[src/rtl/ptext_pkg.sv]
// Shared definitions for the plaintext stream buffer: default sizes and FSM encoding.
package ptext_pkg;

  localparam int unsigned DEF_B = 8;
  localparam int unsigned DEF_W = 4;

  typedef enum logic [1:0] {
    S_LOAD   = 2'd0,
    S_READY  = 2'd1,
    S_STREAM = 2'd2,
    S_DONE   = 2'd3
  } state_e;

endpackage

[src/rtl/ptext_ram_dp.sv]
// DEPTH x B message storage: synchronous write, asynchronous read, contents not reset.
module ptext_ram_dp
  import ptext_pkg::*;
#(
  parameter int unsigned B = DEF_B,
  parameter int unsigned W = DEF_W
) (
  input  logic         clk,
  input  logic         we,
  input  logic [W-1:0] waddr,
  input  logic [B-1:0] wdata,
  input  logic [W-1:0] raddr,
  output logic [B-1:0] rdata
);

  logic [B-1:0] mem [2**W];

  // Single write port, clocked
  always_ff @(posedge clk) begin
    if (we) begin
      mem[waddr] <= wdata;
    end
  end

  assign rdata = mem[raddr];

endmodule

[src/rtl/ptext_stream_buffer.sv]
// Plaintext message buffer: loads a message, commits it on a last marker, then streams it
// out over valid/ready with optional replay and continuous looping.
module ptext_stream_buffer
  import ptext_pkg::*;
#(
  parameter int unsigned B = DEF_B,
  parameter int unsigned W = DEF_W
) (
  input  logic         clk,
  input  logic         reset,
  input  logic         clear,
  input  logic         wr_en,
  input  logic [B-1:0] wr_data,
  input  logic         wr_last,
  output logic         wr_full,
  output logic         wr_overflow,
  input  logic         start,
  input  logic         loop_mode,
  output logic [B-1:0] out_data,
  output logic         out_valid,
  input  logic         out_ready,
  output logic         out_last,
  output logic         busy,
  output logic [W:0]   msg_len
);

  localparam int unsigned DEPTH     = 2**W;
  localparam logic [W:0]  DEPTH_CNT = (W+1)'(DEPTH);
  localparam logic [W:0]  ONE       = (W+1)'(1);

  state_e         state_q, state_d;
  logic [W:0]     wr_ptr_q, wr_ptr_d;
  logic [W:0]     count_q, count_d;
  logic [W:0]     msg_len_q, msg_len_d;
  logic [W:0]     rd_ptr_q, rd_ptr_d;
  logic           ovf_q, ovf_d;
  logic [B-1:0]   data_q, data_d;
  logic           valid_q, valid_d;
  logic           last_q, last_d;
  logic           loop_q, loop_d;

  logic           wr_accept;
  logic           xfer;
  logic           mem_we;
  logic [W-1:0]   mem_raddr;
  logic [B-1:0]   mem_rdata;

  assign wr_full   = (count_q == DEPTH_CNT);
  assign wr_accept = wr_en && !wr_full;
  assign xfer      = valid_q && out_ready;
  assign mem_we    = (state_q == S_LOAD) && wr_accept && !clear;

  ptext_ram_dp #(
    .B(B),
    .W(W)
  ) u_ram (
    .clk   (clk),
    .we    (mem_we),
    .waddr (wr_ptr_q[W-1:0]),
    .wdata (wr_data),
    .raddr (mem_raddr),
    .rdata (mem_rdata)
  );

  // Read address: next word mid-pass, index 0 whenever a new pass is about to begin
  always_comb begin
    mem_raddr = '0;
    if (state_q == S_STREAM && !last_q) begin
      mem_raddr = rd_ptr_q[W-1:0];
    end
  end

  // Next-state and output-register logic; clear overrides everything
  always_comb begin
    state_d   = state_q;
    wr_ptr_d  = wr_ptr_q;
    count_d   = count_q;
    msg_len_d = msg_len_q;
    rd_ptr_d  = rd_ptr_q;
    ovf_d     = ovf_q;
    data_d    = data_q;
    valid_d   = valid_q;
    last_d    = last_q;
    loop_d    = loop_q;

    if (clear) begin
      state_d   = S_LOAD;
      wr_ptr_d  = '0;
      count_d   = '0;
      msg_len_d = '0;
      ovf_d     = 1'b0;
      valid_d   = 1'b0;
      last_d    = 1'b0;
    end else begin
      case (state_q)
        S_LOAD: begin
          if (wr_accept) begin
            wr_ptr_d = wr_ptr_q + ONE;
            count_d  = count_q + ONE;
          end else if (wr_en) begin
            ovf_d = 1'b1;
          end
          if (wr_last) begin
            if (wr_accept) begin
              // wr_ptr equals count while loading
              msg_len_d = wr_ptr_q + ONE;
              state_d   = S_READY;
            end else if (count_q != '0) begin
              msg_len_d = count_q;
              state_d   = S_READY;
            end
          end
        end
        S_READY, S_DONE: begin
          if (start) begin
            loop_d   = loop_mode;
            rd_ptr_d = ONE;
            data_d   = mem_rdata;
            valid_d  = 1'b1;
            last_d   = (msg_len_q == ONE);
            state_d  = S_STREAM;
          end
        end
        S_STREAM: begin
          if (xfer) begin
            if (!last_q) begin
              data_d   = mem_rdata;
              last_d   = (rd_ptr_q == msg_len_q - ONE);
              rd_ptr_d = rd_ptr_q + ONE;
            end else if (loop_q) begin
              data_d   = mem_rdata;
              last_d   = (msg_len_q == ONE);
              rd_ptr_d = ONE;
            end else begin
              valid_d = 1'b0;
              last_d  = 1'b0;
              state_d = S_DONE;
            end
          end
        end
        default: state_d = S_LOAD;
      endcase
    end
  end

  // State and output registers, asynchronously reset
  always_ff @(posedge clk or negedge reset) begin
    if (!reset) begin
      state_q   <= S_LOAD;
      wr_ptr_q  <= '0;
      count_q   <= '0;
      msg_len_q <= '0;
      rd_ptr_q  <= '0;
      ovf_q     <= 1'b0;
      data_q    <= '0;
      valid_q   <= 1'b0;
      last_q    <= 1'b0;
      loop_q    <= 1'b0;
    end else begin
      state_q   <= state_d;
      wr_ptr_q  <= wr_ptr_d;
      count_q   <= count_d;
      msg_len_q <= msg_len_d;
      rd_ptr_q  <= rd_ptr_d;
      ovf_q     <= ovf_d;
      data_q    <= data_d;
      valid_q   <= valid_d;
      last_q    <= last_d;
      loop_q    <= loop_d;
    end
  end

  assign wr_overflow = ovf_q;
  assign out_data    = data_q;
  assign out_valid   = valid_q;
  assign out_last    = last_q;
  assign busy        = (state_q == S_STREAM);
  assign msg_len     = msg_len_q;

endmodule

[config.mk]
export PLATFORM = sky130hd
export DESIGN_NAME = ptext_stream_buffer
export DESIGN_NICKNAME = d
export VERILOG_FILES = /design/src/rtl/ptext_pkg.sv /design/src/rtl/ptext_ram_dp.sv /design/src/rtl/ptext_stream_buffer.sv
export SDC_FILE = /design/constraint.sdc
export NUM_CORES = 1
export LEC_CHECK = 0
export CORE_UTILIZATION = 60
export CTS_CLUSTER_SIZE = 14
export DETAILED_ROUTE_END_ITERATION = 10
export PLACE_DENSITY = 0.91
export SKIP_CTS_REPAIR_TIMING = 1
export SLEW_MARGIN = 20
export SYNTH_ARGS = -nofsm -noshare
export SYNTH_HDL_FRONTEND = slang
export SYNTH_SLANG_ARGS = --single-unit
[constraint.sdc]
create_clock -name clk -period 2.45 [get_ports clk]
set_input_delay 0.245 -clock clk [delete_from_list [all_inputs] [get_ports clk]]
set_output_delay 0.245 -clock clk [all_outputs]
set_load 0.05 [all_outputs]
# After elaboration in Yosys (flattened, before gate mapping)
# Memories as Yosys holds them, arrays and structs flattened.
# Index checks and enable logic that the tools add are counted.
# word_totals
rom_bits,0
wordCells,107
memories,1
latchBits,0
regBits,34
inputBits,16
mem_bits_rw,128
# classes
multipliers,0
n_bitwise,1
n_eq_ne,16
div,0
n_shift,0
addsub,4
n_lt_le_gt_ge,0
muxes,49
reduce_logical,26
# mem_list
memory,depth,word_bits,read_ports,rd_ports_with_merged_regs,wr,line,text
u_ram.mem,16,8,1,0,1,ptext_ram_dp.sv:16,logic [B-1:0] mem [2**W];
# op_table
cell,n
2-to-1 mux 5 bit,15
2-to-1 mux 8 bit,4
2-to-1 mux 1 bit,16
2-to-1 mux 2 bit,8
case mux 8 bit (2 select lines),1
adder 5 x 1 -> 5 bit (second input constant),3
AND reduction 3 bit,4
case mux 5 bit (2 select lines),1
AND reduction 5 bit,2
nonzero test 2 bit,5
inequality test 3 x 2 -> 1 bit (second input constant),3
inequality test 3 bit (second input constant),3
case mux 2 bit (3 select lines),1
AND reduction 6 bit,1
nonzero test 3 bit,2
== test 5 x 1 -> 1 bit (second input constant),1
== test 5 bit,1
== test 5 bit (second input constant),1
logical AND 1 bit,5
nonzero test 5 bit,1
subtractor 5 x 1 -> 5 bit (second input constant),1
== test 2 bit (second input constant),2
2-to-1 mux 4 bit,1
inequality test 2 bit (second input constant),2
other kinds (9),12

# Depth between registers and ports, before layout
# An unclocked memory read counts as a cell.
# depth
depth_word,8
depth_mapped,8
mapped_depth_nobuf,7

# Hierarchy
# Synthesis repeated with hierarchy kept, for this count alone.
# hier_totals
hier_cells,397
area_unflattened_um2,6874.1
# by_module_without_submodules
module,area_per_inst_um2,cells_each,seq_area_each_um2,n_inst
ptext_ram_dp,4987.3,221,3843.7,1
ptext_stream_buffer,1886.8,176,850.8,1

# Worst setup path after synthesis
# OpenSTA, ideal clock, no wires.
# synth_path
kind,register to register
from,register count_q[0]
to,"memory u_ram.mem[7][0] (netlist name), enable pin"
stages_incl_launch_ff,8
t_arrival_ps,1831
n_path_buf,1
path_slack_ps,236
synth_period_minus_slack_ps,2214
required_time_ps,2067
path_cell_list,dfrtp_1 > inv_1 > ha_1 > nand4bb_1 > and3_1 > buf_2 > nand3_1 > nor3_1
# synth_between
elab_chain_cells,7
# synth_rtl
element,line,text
"start, declared",ptext_stream_buffer.sv:33,"logic [W:0] count_q, count_d;"
"start signal, assigned",ptext_stream_buffer.sv:162,count_q <= count_d;
== test 5 bit,ptext_stream_buffer.sv:48,assign wr_full = (count_q == DEPTH_CNT);
zero test 1 bit,ptext_stream_buffer.sv:49,assign wr_accept = wr_en && !wr_full;
logical AND 1 bit,ptext_stream_buffer.sv:49,
logical AND 1 bit (2 in series),ptext_stream_buffer.sv:51,assign mem_we = (state_q == S_LOAD) && wr_accept && !clear;
2-to-1 mux 1 bit,ptext_ram_dp.sv:20,if (we) begin
2-to-1 mux 1 bit (implied by the code),ptext_ram_dp.sv:21,mem[waddr] <= wdata;
"end, declared",ptext_ram_dp.sv:16,
# Every way passes these cells.

# Worst setup path in the final report
# layout_path
from,register count_q[0]
to,"memory u_ram.mem[5][7] (netlist name), enable pin"
# Same word-level chain as after synthesis.

==> summary.md <==
| Metric | Value |
|---|---|
| Run status | finished with violations |
| Failing checks | design-rule violations |
| Routed length on met1 | 6320 um |
| Cell type with the largest total area after synthesis | sky130_fd_sc_hd__edfxtp_1 |
| H-tree level count | 4 |
| Fin Clk Skew | 0.0102 ns |
| Required time of the critical path | 2.53 ns |
| Net switching power of the design | 2.16 mW |
| Proportion of register bits with asynchronous set or reset after synthesis | 21.0% |
| Setup repair after global routing missed its margin | no |
| Top metal layer carrying routed signals | met4 |
| Number of buffers created by CTS | 17 |
| Kind of start point of the critical path | register |
| Routed WL per cell | 23.7 um |
| Number of endpoints with negative hold slack in the final report | 0 |
| Netlist cell types | 50 |
| Final Net Count | 591 |
| Total Neg Setup Slack | 0 ns |
| End of the worst register-to-register path | u_ram.mem[5][7]$_DFFE_PP_ |
| Area enclosed by the die boundary | 12500 um^2 |
| Switching Share | 29.1% |
| Row cnt | 39 |
| Residual overflow from global routing | 0 |
| Crit end category | register |
| Stages on worst setup path | 7 |
| Synth Instances | 532 |
| Delay of the slowest critical-path stage | 0.43 ns |
| Worst Reg-to-Reg Cells | 7 |
| Most frequently used flop master after synthesis | sky130_fd_sc_hd__edfxtp_1 |
| Sequential fraction of the synthesis area | 65.2% |
| Crit path from | count_q[0]$_DFFE_PN0P_ |
| Power density cells | 898 nW/um^2 |
| Detailed Routing Iterations Pass 1 | 9 |
| GR Util All Layers | 28.8% |
| Final instance count without filler cells | 722 |
| Cell type group with the largest total delay on the critical path | simple AND/OR/NAND/NOR gates |
| Pins over their slew limit | 0 |
| EDFF count, synth | 128 |
| Half-perimeter wire length after detailed placement | 10900 um |
| Area share of the largest cell type after synthesis | 53.4% |
| Starting DRT DRC Count | 648 |
| Count of port buffers added during placement | 33 |
| Core region area | 11600 um^2 |
| Clock root cell | sky130_fd_sc_hd__clkbuf_16 |
| Commonest non-fill, non-tap cells in the layout | sky130_fd_sc_hd__edfxtp_1 (128), sky130_fd_sc_hd__nor2_1 (46), sky130_fd_sc_hd__mux2i_1 (40) |
| CP bufs+invs | 1 |
| Clock tree from TritonCTS | done |
| Slew Limit Headroom | 47.8% |
| Final weighted congestion of routability-driven global placement | 0.947 |
| Via count of the first global-routing pass | 4860 |
| WL met2 | 8470 um |
| Critical-path cell with the highest stage delay | sky130_fd_sc_hd__dfrtp_1 |
| Proportion of power drawn by the clock network | 36.8% |
| Synth Net Count | 557 |
| Tcrit/Tclk final | 92.9% |
| Slack of the worst reg-to-reg path | 0.17 ns |
| Sequential cell fraction of total power | 44.5% |
| IO Count | 34 |
| Hold WC Path Type | primary input to async pin |
| Fillers | 703 |
| Maximum number of pins on one net before global-route repair | 38 |
| Peak ir drop on the vdd network | 0.635 mV |
| Endpoints failing setup | 0 |
| List of cells traversed by the critical path | inv_1, ha_1, nand4bb_1, and3_1, nand2_1, nor3_1, and2_1 |
| Inserted Diodes | 0 |
| Initial core utilization | 62.3% |
| Clock insertion delay at the later pin of the skew report | 0.42 ns |
| Instance count after placement with tap cells included | 690 |
| Worst-Margin Slew | 0.781 ns |
| Detailed route wirelength on metal3 | 1690 um |
| Post-synthesis area per instance | 13.5 um^2 |
| Die Y-Extent | 112 um |
| Netlist area before placement | 7200 um^2 |
| Clock slew at reported path FFs | 0.06 ns |
| Max-Cap Viols | 0 |
| Vias after detailed routing | 4825 |
| Die X | 112 um |
| Number of buffers between clock root and the deepest sink | 2 |
| DR DRC count | 2 |
| Internal Dissipation | 5.26 mW |
| Most common cell after layout, fill and taps aside | sky130_fd_sc_hd__edfxtp_1 |
| Share of cells above drive strength 1 | 13.0% |
| Number of synthesis warnings | 0 |
| Initial antenna violation count | 0 |
| Max frequency | 439 MHz |
| Kind of critical path | register to register |
| Ratio of routed vias to standard cells | 6.68 |
| Global-route wire length before repair | 26500 um |
| Number of routed nets with antenna violations | 0 |
| Layout Area Growth over Synthesis | 14.7% |
| Leakage | 2.88 nW |
| Portion of total power attributed to combinational logic | 18.7% |
| Total Routed Length | 17100 um |
| Final critical path time including I/O delays and setup | 2.28 ns |
| Startpoint of the most critical register-to-register path | count_q[0]$_DFFE_PN0P_ |
| Worst setup path endpoint | u_ram.mem[5][7]$_DFFE_PP_ |
| Critical path fanouts, max | 8 |
| Number of synthesized register bits | 162 |
| Sinks on Clock Net | 162 |
| Arrival time at the worst endpoint | 2.36 ns |
| Largest cells by area after synthesis | sky130_fd_sc_hd__edfxtp_1 (53%), sky130_fd_sc_hd__dfrtp_1 (12%), sky130_fd_sc_hd__mux2i_1 (5.6%), sky130_fd_sc_hd__nor2_1 (2.4%), sky130_fd_sc_hd__a21oi_1 (1.7%) |
## worst min-delay path by stage
stage,slack [ns],endpoint,startpoint
CTS,0.24,count_q[4]$_DFFE_PN0P_,reset
global placement,0.50,wr_overflow$_DFFE_PN0P_,wr_overflow$_DFFE_PN0P_
floorplan,-0.05,count_q[0]$_DFFE_PN0P_,reset
finish,0.24,wr_overflow$_DFFE_PN0P_,reset
detailed placement,0.49,wr_overflow$_DFFE_PN0P_,wr_overflow$_DFFE_PN0P_
global route,0.28,wr_overflow$_DFFE_PN0P_,reset
## routing by layer
metal,vias to the layer above,track usage (%)
li1,2095,-
met1,2374,36.2
met2,298,47.3
met3,58,7.62
met4,0,13.2
met5,-,0
## worst reg2reg max path: stages, from the launching register on
cell and delay, ns:
sky130_fd_sc_hd__dfrtp_1 0.43, sky130_fd_sc_hd__inv_1 0.06, sky130_fd_sc_hd__ha_1 0.21, sky130_fd_sc_hd__nand4bb_1 0.16, sky130_fd_sc_hd__and3_1 0.20, sky130_fd_sc_hd__nand2_1 0.09, sky130_fd_sc_hd__nor3_1 0.34, sky130_fd_sc_hd__and2_1 0.43
## kinds of logic (layout without fill, tap and decap cells)
| logic type | Yosys count | in the layout | synth area share [%] |
|---|---|---|---|
| simple gates | 136 | 136 | 9.62 |
| flops | 162 | 162 | 65.2 |
| buf+inv | 43 | 90 | 3.35 |
| compound gates | 116 | 116 | 11.2 |
| xor+xnor | 15 | 15 | 1.82 |
| mux | 51 | 51 | 7.28 |
| fa+ha+maj | 9 | 9 | 1.56 |
## registers in the layout, summed over array words and instances, names as in the netlist, 2 cells and up
signal / count
u_ram.mem: 128
rd_ptr_q: 5
msg_len: 5
state_q: 2
count_q: 5
out_data: 8
wr_ptr_q: 5
## synth_stat cells, types with 2 or more instances
cell	number
sky130_fd_sc_hd__edfxtp_1	128
sky130_fd_sc_hd__nor2_1	46
sky130_fd_sc_hd__mux2i_1	40
sky130_fd_sc_hd__dfrtp_1	34
sky130_fd_sc_hd__nand2_1	27
sky130_fd_sc_hd__a21oi_1	25
sky130_fd_sc_hd__a31oi_1	18
sky130_fd_sc_hd__and2_1	16
sky130_fd_sc_hd__o21ai_0	16
sky130_fd_sc_hd__buf_2	15
sky130_fd_sc_hd__mux2_2	11
sky130_fd_sc_hd__a22oi_1	9
sky130_fd_sc_hd__ha_1	9
sky130_fd_sc_hd__nand3_1	9
sky130_fd_sc_hd__o41ai_1	9
sky130_fd_sc_hd__a211oi_1	8
sky130_fd_sc_hd__a31o_2	8
sky130_fd_sc_hd__a32oi_1	8
sky130_fd_sc_hd__clkbuf_1	8
sky130_fd_sc_hd__inv_1	8
sky130_fd_sc_hd__nor3b_1	8
sky130_fd_sc_hd__xnor2_1	8
sky130_fd_sc_hd__xor2_1	7
sky130_fd_sc_hd__a22o_1	6
sky130_fd_sc_hd__nor3_1	6
sky130_fd_sc_hd__a21o_1	4
sky130_fd_sc_hd__buf_1	4
sky130_fd_sc_hd__nand4_1	4
sky130_fd_sc_hd__nor2b_1	4
sky130_fd_sc_hd__buf_4	3
sky130_fd_sc_hd__buf_6	3
sky130_fd_sc_hd__nand2b_1	3
sky130_fd_sc_hd__nand3b_1	2
sky130_fd_sc_hd__nor4_1	2
## area by class of cell
type                    count  area [um^2]  share of cell area [%]
repair buffers             50          473                    5.72
clock buffers              18          429                    5.19
well taps                 143          179                    2.17
inverters                   8         30.0                   0.363
clock inverters            14          176                    2.13
flip-flops and latches    162         4700                    56.8
multi-input cells         327         2280                    27.6
## power groups by stage
stage | Clock, mW | Combinational (mW) | Sequential (mW)
2_1_floorplan | 0 | 0.908 | 3.41
3_3_place_gp | 0 | 1.31 | 3.33
3_5_place_dp | 0 | 1.35 | 3.35
4_1_cts | 2.74 | 1.37 | 3.30
5_1_grt | 2.83 | 1.46 | 3.32
6_report | 2.73 | 1.39 | 3.30
## through the flow
stage / hold slack (ns) / util, % / instance area, um^2 / power [mW] / setup slack, ns
6_report: 0.237 / 71.5 / 8260 / 7.42 / 0.173
5_1_grt: 0.283 / 71.5 / 8260 / 7.60 / 0.0475
4_1_cts: 0.237 / 71.4 / 8260 / 7.40 / -0.0323
3_5_place_dp: 0.492 / 66.1 / 7650 / 4.69 / 0.149
3_3_place_gp: 0.504 / 66.1 / 7650 / 4.64 / 0.230
2_1_floorplan: -0.0506 / - / 7200 / 4.31 / 0.236
No activity file was read; power rests on OpenSTA's default activity.
